## src/rtl/ram_sync_read_dp_if.sv

```systemverilog
// Bus bundle for ram_sync_read_dp: clear request, write port, read port.
// The master drives requests; the slave (the RAM) returns busy and read data.
interface ram_sync_read_dp_if #(
    parameter int AWIDTH = 3,
    parameter int DWIDTH = 32
);
    localparam int NBYTES = DWIDTH / 8;

    logic              clr_start;
    logic              busy;
    logic              wr_en;
    logic [AWIDTH-1:0] wr_addr;
    logic [DWIDTH-1:0] wr_data;
    logic [NBYTES-1:0] wr_be;
    logic              rd_en;
    logic [AWIDTH-1:0] rd_addr;
    logic [DWIDTH-1:0] rd_data;
    logic              rd_valid;

    modport master (
        output clr_start, wr_en, wr_addr, wr_data, wr_be, rd_en, rd_addr,
        input  busy, rd_data, rd_valid
    );

    modport slave (
        input  clr_start, wr_en, wr_addr, wr_data, wr_be, rd_en, rd_addr,
        output busy, rd_data, rd_valid
    );
endinterface

```

## src/rtl/ram_sync_read_dp.sv

```systemverilog
// Dual-port sync-read RAM with byte enables and a hardware clear sweep.
// Define RAM_BYPASS_EN to forward same-cycle write data to a colliding read.
module ram_sync_read_dp #(
    parameter int AWIDTH = 3,
    parameter int DWIDTH = 32
) (
    input logic                clock,
    input logic                reset_n,
    ram_sync_read_dp_if.slave  bus
);
    localparam int DEPTH  = 1 << AWIDTH;
    localparam int NBYTES = DWIDTH / 8;

    typedef enum logic [1:0] {
        S_INIT,
        S_CLEAR,
        S_IDLE
    } state_e;

    state_e            state_q, state_d;
    logic [AWIDTH-1:0] clr_cnt_q, clr_cnt_d;
    logic [DWIDTH-1:0] rd_data_q, rd_data_d;
    logic              rd_valid_q, rd_valid_d;
    logic [DWIDTH-1:0] mem_q [DEPTH];
    logic [DWIDTH-1:0] rd_word;
    logic              busy;

    assign busy         = (state_q != S_IDLE);
    assign bus.busy     = busy;
    assign bus.rd_data  = rd_data_q;
    assign bus.rd_valid = rd_valid_q;

    always_ff @(posedge clock or negedge reset_n) begin
        if (!reset_n) begin
            state_q    <= S_INIT;
            clr_cnt_q  <= '0;
            rd_data_q  <= '0;
            rd_valid_q <= 1'b0;
        end else begin
            state_q    <= state_d;
            clr_cnt_q  <= clr_cnt_d;
            rd_data_q  <= rd_data_d;
            rd_valid_q <= rd_valid_d;
        end
    end

    always_comb begin
        state_d   = state_q;
        clr_cnt_d = clr_cnt_q;
        unique case (state_q)
            S_INIT, S_CLEAR: begin
                clr_cnt_d = clr_cnt_q + 1'b1;
                if (clr_cnt_q == '1) begin
                    state_d   = S_IDLE;
                    clr_cnt_d = '0;
                end
            end
            S_IDLE: begin
                if (bus.clr_start) state_d = S_CLEAR;
            end
            default: state_d = S_INIT;
        endcase
    end

    // Collision policy: old word unless bypass forwards the written lanes
    always_comb begin
        rd_word = mem_q[bus.rd_addr];
`ifdef RAM_BYPASS_EN
        if (bus.wr_en && (bus.wr_addr == bus.rd_addr)) begin
            for (int i = 0; i < NBYTES; i++) begin
                if (bus.wr_be[i]) rd_word[8*i +: 8] = bus.wr_data[8*i +: 8];
            end
        end
`endif
    end

    always_comb begin
        rd_data_d  = rd_data_q;
        rd_valid_d = 1'b0;
        if (!busy && bus.rd_en) begin
            rd_data_d  = rd_word;
            rd_valid_d = 1'b1;
        end
    end

    // Array has no reset; the INIT sweep zeroes it instead
    always_ff @(posedge clock) begin
        if (busy) begin
            mem_q[clr_cnt_q] <= '0;
        end else if (bus.wr_en) begin
            for (int i = 0; i < NBYTES; i++) begin
                if (bus.wr_be[i]) begin
                    mem_q[bus.wr_addr][8*i +: 8] <= bus.wr_data[8*i +: 8];
                end
            end
        end
    end
endmodule

```

## src/flat_wrapper.sv

```systemverilog
// flat-port wrapper written by rule: the top's interface ports become plain ports
module ram_sync_read_dp_flat 
#(
    parameter int AWIDTH = 3,
    parameter int DWIDTH = 32
)
  (clock, reset_n, bus_clr_start, bus_wr_en, bus_wr_addr, bus_wr_data, bus_wr_be, bus_rd_en, bus_rd_addr, bus_busy, bus_rd_data, bus_rd_valid);
  ram_sync_read_dp_if #(.AWIDTH(AWIDTH), .DWIDTH(DWIDTH)) bus_i ();
  input logic clock;
  input logic reset_n;
  input wire logic [$bits(bus_i.clr_start)-1:0] bus_clr_start;
  input wire logic [$bits(bus_i.wr_en)-1:0] bus_wr_en;
  input wire logic [$bits(bus_i.wr_addr)-1:0] bus_wr_addr;
  input wire logic [$bits(bus_i.wr_data)-1:0] bus_wr_data;
  input wire logic [$bits(bus_i.wr_be)-1:0] bus_wr_be;
  input wire logic [$bits(bus_i.rd_en)-1:0] bus_rd_en;
  input wire logic [$bits(bus_i.rd_addr)-1:0] bus_rd_addr;
  output wire logic [$bits(bus_i.busy)-1:0] bus_busy;
  output wire logic [$bits(bus_i.rd_data)-1:0] bus_rd_data;
  output wire logic [$bits(bus_i.rd_valid)-1:0] bus_rd_valid;
  assign bus_i.clr_start = bus_clr_start;
  assign bus_i.wr_en = bus_wr_en;
  assign bus_i.wr_addr = bus_wr_addr;
  assign bus_i.wr_data = bus_wr_data;
  assign bus_i.wr_be = bus_wr_be;
  assign bus_i.rd_en = bus_rd_en;
  assign bus_i.rd_addr = bus_rd_addr;
  assign bus_busy = bus_i.busy;
  assign bus_rd_data = bus_i.rd_data;
  assign bus_rd_valid = bus_i.rd_valid;
  ram_sync_read_dp #(.AWIDTH(AWIDTH), .DWIDTH(DWIDTH)) u_core (.clock(clock), .reset_n(reset_n), .bus(bus_i));
endmodule
```

## config.mk

```make
export PLATFORM = sky130hd
export DESIGN_NAME = ram_sync_read_dp_flat
export DESIGN_NICKNAME = d
export VERILOG_FILES = /design/src/rtl/ram_sync_read_dp_if.sv /design/src/rtl/ram_sync_read_dp.sv /design/src/flat_wrapper.sv
export SDC_FILE = /design/constraint.sdc
export NUM_CORES = 1
export LEC_CHECK = 0
export BUFFER_PORTS_ARGS = -buffer_cell sky130_fd_sc_hd__buf_2
export CORE_AREA = 2 2 175 177
export DETAILED_ROUTE_END_ITERATION = 8
export DIE_AREA = 0 0 177 179
export GPL_TIMING_DRIVEN = 1
export MAX_ROUTING_LAYER = met4
export PLACE_DENSITY = 0.62
export SYNTH_ARGS = -nofsm -noshare
export SYNTH_HDL_FRONTEND = slang
export SYNTH_SLANG_ARGS = --single-unit
```

## constraint.sdc

```tcl
create_clock -name clock -period 5.8 [get_ports clock]
set_clock_uncertainty 0.1 [all_clocks]
set_input_delay 0.87 -clock clock [delete_from_list [all_inputs] [get_ports clock]]
set_output_delay 0.87 -clock clock [all_outputs]
set_load 0.01 [all_outputs]
```

==> Word-level counts from Yosys, hierarchy flattened <==
Memory sizes are Yosys's and may differ from the RTL's. A register that Yosys moved wholly into a read port is not among the register bits.
Index checks and enable logic that the tools add are counted.
{ "totals": {"mem_bits_ro": 0, "output_inout_bits": 34, "inputBits": 47, "mem_bits_rw": 256, "mem_count": 1, "regBits": 6, "latch_bits": 0, "word_cells": 44} }
{ "classes": {"eq_ne": 6, "n_shift": 0, "add_sub_neg": 1, "bitwise": 0, "n_lt_le_gt_ge": 0, "n_mux": 26, "reduce_logical": 7, "multipliers": 0, "n_div": 0} }
{ "memory_table": {"columns": ["name", "depth", "width", "rd", "rd_ports_with_merged_regs", "write_ports", "line_no", "source"], "rows": [
  ["u_core.mem_q", 8, 32, 1, 1, 1, "ram_sync_read_dp.sv:24", "logic [DWIDTH-1:0] mem_q [DEPTH];"]
]} }
{ "op_table": {"columns": ["op", "n"], "rows": [
  ["32-bit 2-to-1 mux", 1],
  ["32-bit OR reduction", 1],
  ["1-bit 2-to-1 mux", 19],
  ["3-bit 2-to-1 mux", 2],
  ["2-bit 2-to-1 mux", 2],
  ["4-bit 2-to-1 mux", 1],
  ["2-bit inequality test (second input constant)", 2],
  ["2-bit one-hot mux with 2 select lines", 1],
  ["3-bit by 1-bit adder with 3-bit output (second input constant)", 1],
  ["3-bit == test (second input constant)", 1],
  ["2-bit by 1-bit == test with 1-bit output (second input constant)", 1],
  ["2-bit == test (second input constant)", 1],
  ["1-bit logical NOT", 2],
  ["2-bit logical NOT", 1],
  ["2-bit by 1-bit inequality test with 1-bit output (second input constant)", 1],
  ["2-bit AND reduction", 1],
  ["2-bit OR reduction", 1],
  ["1-bit logical AND", 1]
]} }

==> Longest topological paths before layout <==
{ "logic_depth": {"ltp_word": 6, "mapped_depth": 6, "mapped_depth_nobuf": 5} }

==> Worst setup path before layout <==
No wires, ideal clock.
{ "synth_path": {"kind": "input -> register", "startpoint": "input port bus_wr_be[2]", "endpoint": "memory u_core.mem_q[2][0] (enable)", "cell_stages": 3, "path_slack_ps": 3263, "arrival_time_ps": 2062, "required_ps": 5325, "cell_sequence": "nor4_4 o2111ai_1 a21oi_1"} }
{ "synth_via": {"elab_chain_len": 6, "word_cells_on_any_way": 7, "cone_classes": "6 x mux; 1 x reduce/logical"} }
{ "synth_rtl": {"columns": ["item", "line_no", "source"], "rows": [
  ["start, declared", "flat_wrapper.sv:15", "input wire logic [$bits(bus_i.wr_be)-1:0] bus_wr_be;"],
  ["1-bit 2-to-1 mux (*)", "ram_sync_read_dp.sv:92", "if (bus.wr_be[i]) begin"],
  ["1-bit 2-to-1 mux (*)", "ram_sync_read_dp.sv:90", "end else if (bus.wr_en) begin"],
  ["1-bit 2-to-1 mux (*)", "ram_sync_read_dp.sv:88", "if (busy) begin"],
  ["1-bit 2-to-1 mux (implied by the code) (*)", "ram_sync_read_dp.sv:93", "mem_q[bus.wr_addr][8*i +: 8] <= bus.wr_data[8*i +: 8];"],
  ["32-bit OR reduction (no line) (*)", null, null],
  ["3-bit 2-to-1 mux (no line) / 4-bit 2-to-1 mux (equally long branches)", null, null],
  ["end, declared", "ram_sync_read_dp.sv:24", null]
]} }
Mark *: on every way between the ends. The rest lies on a longest branch, timed or not.

==> Worst setup path after layout <==
{ "layout_path": {"startpoint": "register u_core.state_q[1]", "endpoint": "memory u_core.mem_q[2][13] (enable)"} }
{ "layout_via": {"elab_chain_len": 5, "word_cells_on_any_way": 14, "cone_classes": "1 x eq/ne; 12 x mux; 1 x reduce/logical"} }
{ "layout_rtl": {"columns": ["item", "line_no", "source"], "rows": [
  ["start, declared", "ram_sync_read_dp.sv:20", "state_e state_q, state_d;"],
  ["start signal, assigned", "ram_sync_read_dp.sv:40", "state_q <= state_d;"],
  ["2-bit inequality test (*)", "ram_sync_read_dp.sv:28", "assign busy = (state_q != S_IDLE);"],
  ["1-bit 2-to-1 mux", "ram_sync_read_dp.sv:88", null],
  ["1-bit 2-to-1 mux (implied by the code)", "ram_sync_read_dp.sv:93", null],
  ["32-bit OR reduction (no line)", null, null],
  ["3-bit 2-to-1 mux (no line) / 4-bit 2-to-1 mux (equally long branches)", null, null]
]} }
Marks and branches as above.

==> metrics.md <==
| Metric | Value |
|---|---|
| Multi-input combinational cell area | `~2900 µm²` |
| LEAKAGE | `~5 nW` |
| Post-route minimum period | `2.91 ns` |
| CTS Sinks | `294` |
| FF+latch count, synth | `294` |
| Mean Syn Cell Area | `roughly 17 µm²` |
| CP Capture Type | `flop` |
| DRT Pass-1 Iters | `5` |
| Vias/cell | `~5.3` |
| CORE AREA | `roughly 30000 µm²` |
| Placed instance area | `approximately 13000 µm²` |
| Cts repair resizes | `0` |
| RSZ-0062 raised after global routing | `false` |
| Layout area overhead | `15.5%` |
| Clock Latency Late Sink | `about 0.55 ns` |
| GPL Wtd Cong | `0.845` |
| Largest net degree at the start of global routing | `76` |
| CTS root buf | `clkbuf_16` |
| Adder-cell share of the synthesized area | `0.00212` |
| DP HPWL | `16600 µm` |
| CTS hold repair buffers | `0` |
| Synth Area in XOR/XNOR | `0` |
| Worst vdd ir | `roughly 0.00027 V` |
| Cts bufs inserted | `30` |
| DR iter-0 viols | `just under 500` |
| Post-synth cell types | `34` |
| Register area | `roughly 8600 µm²` |
| Longest Clk Path Bufs | `3` |
| PortBufs | `80` |
| ANT nets after route | `0` |
| H-tree Lvls | `1` |
| WP data arrival | `2.97 ns` |
| All-Layer GR Usage | `0.175` |
| Grt total ovfl | `0` |
| Simple-gate share of the synthesized area | `0.0443` |
| Die width | `177 µm` |
| Rows | `64` |
| Initial Utilization | `0.393` |
| CP Max Fanout | `19` |
| Number of global-route vias before repair | `between 6000 and 7000` |
| Nets | `~840` |
| Status | `complete, no violations` |
| Max Cap Violations | `0` |
| Antenna violations before repair | `0` |
| First-pass GRT wire length | `between 40000 and 50000 µm` |
| Clock-pin slew on the worst setup and hold paths | `0.06 ns` |
| Die height | `179 µm` |
| Synth Warn # | `0` |
| Least-Margin Pin Slew | `~1.2 ns` |
| Mux share of post-synthesis cell area | `0.117` |
| Grt met1 use | `0.217` |
| Fin. max-slew vios | `0` |
| Busiest grt layer | `met2` |
| CP Class | `reg -> reg` |
| I/O Pins | `about 80` |
| Antenna Diode Count | `0` |
| Total Wirelength | `roughly 27000 µm` |
| Synth Instances | `710` |
| Final instance area | `roughly 14000 µm²` |
| Setup TNS | `0 ns` |
| Post-CTS Setup Bufs | `0` |
| Setup-failing EPs final | `0` |
| Compound-Gate Fraction of Synth Area | `0.0837` |
| Vias | `between 6000 and 7000` |
| Ratio of cells with drive above 1 in the final layout | `0.263` |
| Seq/Total Area, Yosys | `0.733` |
| Syn Nets | `759` |
| Die area | `approximately 32000 µm²` |
| Fmax | `344 MHz` |
| CTS tree | `built` |
| GRT met3 Usage | `0.0225` |
| Startpoint Class | `flop` |
| Fin crit share | `0.501` |
| Synthesized cell area | `about 12000 µm²` |
| # fillers | `around 2600` |
| GR Layer Usage met2 | `0.303` |
| Cell Pwr Density | `474 nW/µm²` |
| Rel. slew slack | `0.228` |
| Req. time, crit path | `5.86 ns` |
| DRC viols | `0` |
| Hold Crit Class | `reg -> reg` |
| Final hold vios | `0` |
| Main combinational cell family by area after synthesis | `multiplexers` |
| WL/cell | `approximately 22 µm` |
## state kept, by name, summed over array words and instances (netlist names)
| name | count |
|---|---|
| u_core.mem_q | 256 |
| u_core.bus.rd_data | 32 |
| u_core.state_q | 2 |
| u_core.bus.rd_valid | 1 |
| u_core.clr_cnt_q | 3 |
## per-layer routing
layer	vias up	share of wire
met5	-	0
met4	0	0.026
met3	43	0.042
met2	138	0.51
met1	3225	0.42
li1	2985	-
## placed cells by master (no fill, tap or decap), types with 6 or more instances in the layout
cell type,instances
a21oi_1,36
o22ai_1,33
o31ai_1,32
inv_1,6
clkbuf_16,31
dfrtp_1,38
clkinv_2,8
and3_1,32
mux2_2,66
nand2_1,35
mux2i_1,64
buf_2,79
edfxtp_1,256
buf_4,11
o2111ai_1,6
a22o_1,32
## path summary, 6_finish.rpt
| path | from | to | slack, ns | depth (start not counted) |
|---|---|---|---|---|
| worst max-delay path | u_core.state_q[1]$_DFFE_PN0P_ | u_core.mem_q[2][13]$_DFFE_PP_ | 2.89 | 3 |
| worst min-delay path | u_core.bus.rd_data[27]$_DFFE_PN0P_ | u_core.bus.rd_data[27]$_DFFE_PN0P_ | 0.37 | 2 |
| worst max register to register | u_core.state_q[1]$_DFFE_PN0P_ | u_core.mem_q[2][13]$_DFFE_PP_ | 2.89 | 3 |
| worst min register to register | u_core.bus.rd_data[27]$_DFFE_PN0P_ | u_core.bus.rd_data[27]$_DFFE_PN0P_ | 0.37 | 2 |
| max in group asynchronous | reset_n | u_core.bus.rd_data[17]$_DFFE_PN0P_ | 4.50 | 1 |
| min in group asynchronous | reset_n | u_core.bus.rd_data[3]$_DFFE_PN0P_ | 0.43 | 1 |
## metrics by stage
stage                     power, mW  worst slack, ns  cells   util  hold WS [ns]
after floorplan                4.00             3.26    710      -         0.379
after global placement         4.47             2.52   1154  0.419         0.359
after detailed placement       4.52             2.44   1154  0.419         0.362
after CTS                      6.51             2.92   1210  0.453         0.379
after global routing           6.76             2.69   1210  0.453         0.407
final                          6.45             2.89   1210  0.453         0.373
## power breakdown
group / leakage, nW / internal [mW] / switching (mW)
Combinational: 1.74 / 0.422 / 0.799
Sequential: 2.88 / 3.04 / 0.195
Clock: 0.506 / 1.19 / 0.803
## kinds of logic (layout without fill, tap and decap cells)
kind of cell	count (synthesis)	count (layout)
AO/OA/AOI/OAI	143	143
adder cells (fa/ha/maj)	2	2
flip-flops	294	294
multiplexers	130	130
AND/OR/NAND/NOR	92	92
buffers and inverters	49	153
## synthesized netlist by cell type
cell       instances  area (µm²)
and3_1            32         200
o21ai_0            1        5.00
nor2_1             4        15.0
a21oi_1           36         180
mux2i_1           64         641
and3b_1            1        8.76
a21o_1             1        7.51
or4_1              1        7.51
nand4b_1           3        26.3
edfxtp_1         256        7690
nor3_1             1        5.00
o2111ai_1          6        52.6
buf_2              8        40.0
or4_4              1        11.3
buf_1              1        3.75
nand4_1            3        18.8
clkbuf_1          25        93.8
nand2_1           35         131
nand2b_1           3        18.8
ha_1               2        25.0
nand3b_2           1        11.3
nor2b_1            4        25.0
nand3b_1           1        7.51
o211ai_1           2        15.0
buf_6              1        11.3
o22ai_1           33         206
buf_4              8        60.1
nor4_4             1        21.3
dfrtp_1           38         951
mux2_2            66         743
a22o_1            32         280
inv_1              6        22.5
o31ai_1           32         240
or4b_4             1        13.8
## critical path: stages (launching register included)
cell,delay (ns)
dfrtp_1,0.53
and3b_1,0.64
nand4b_1,0.30
a21oi_1,0.94
## cell type report
type,count,share of cell area
clock inverters,19,0.0157
well taps,396,0.0364
inverters,6,0.00165
flip-flops and latches,294,0.635
repair buffers,91,0.0359
clock buffers,37,0.0609
multi-input cells,367,0.215
No activity file was read; power rests on OpenSTA's default activity.
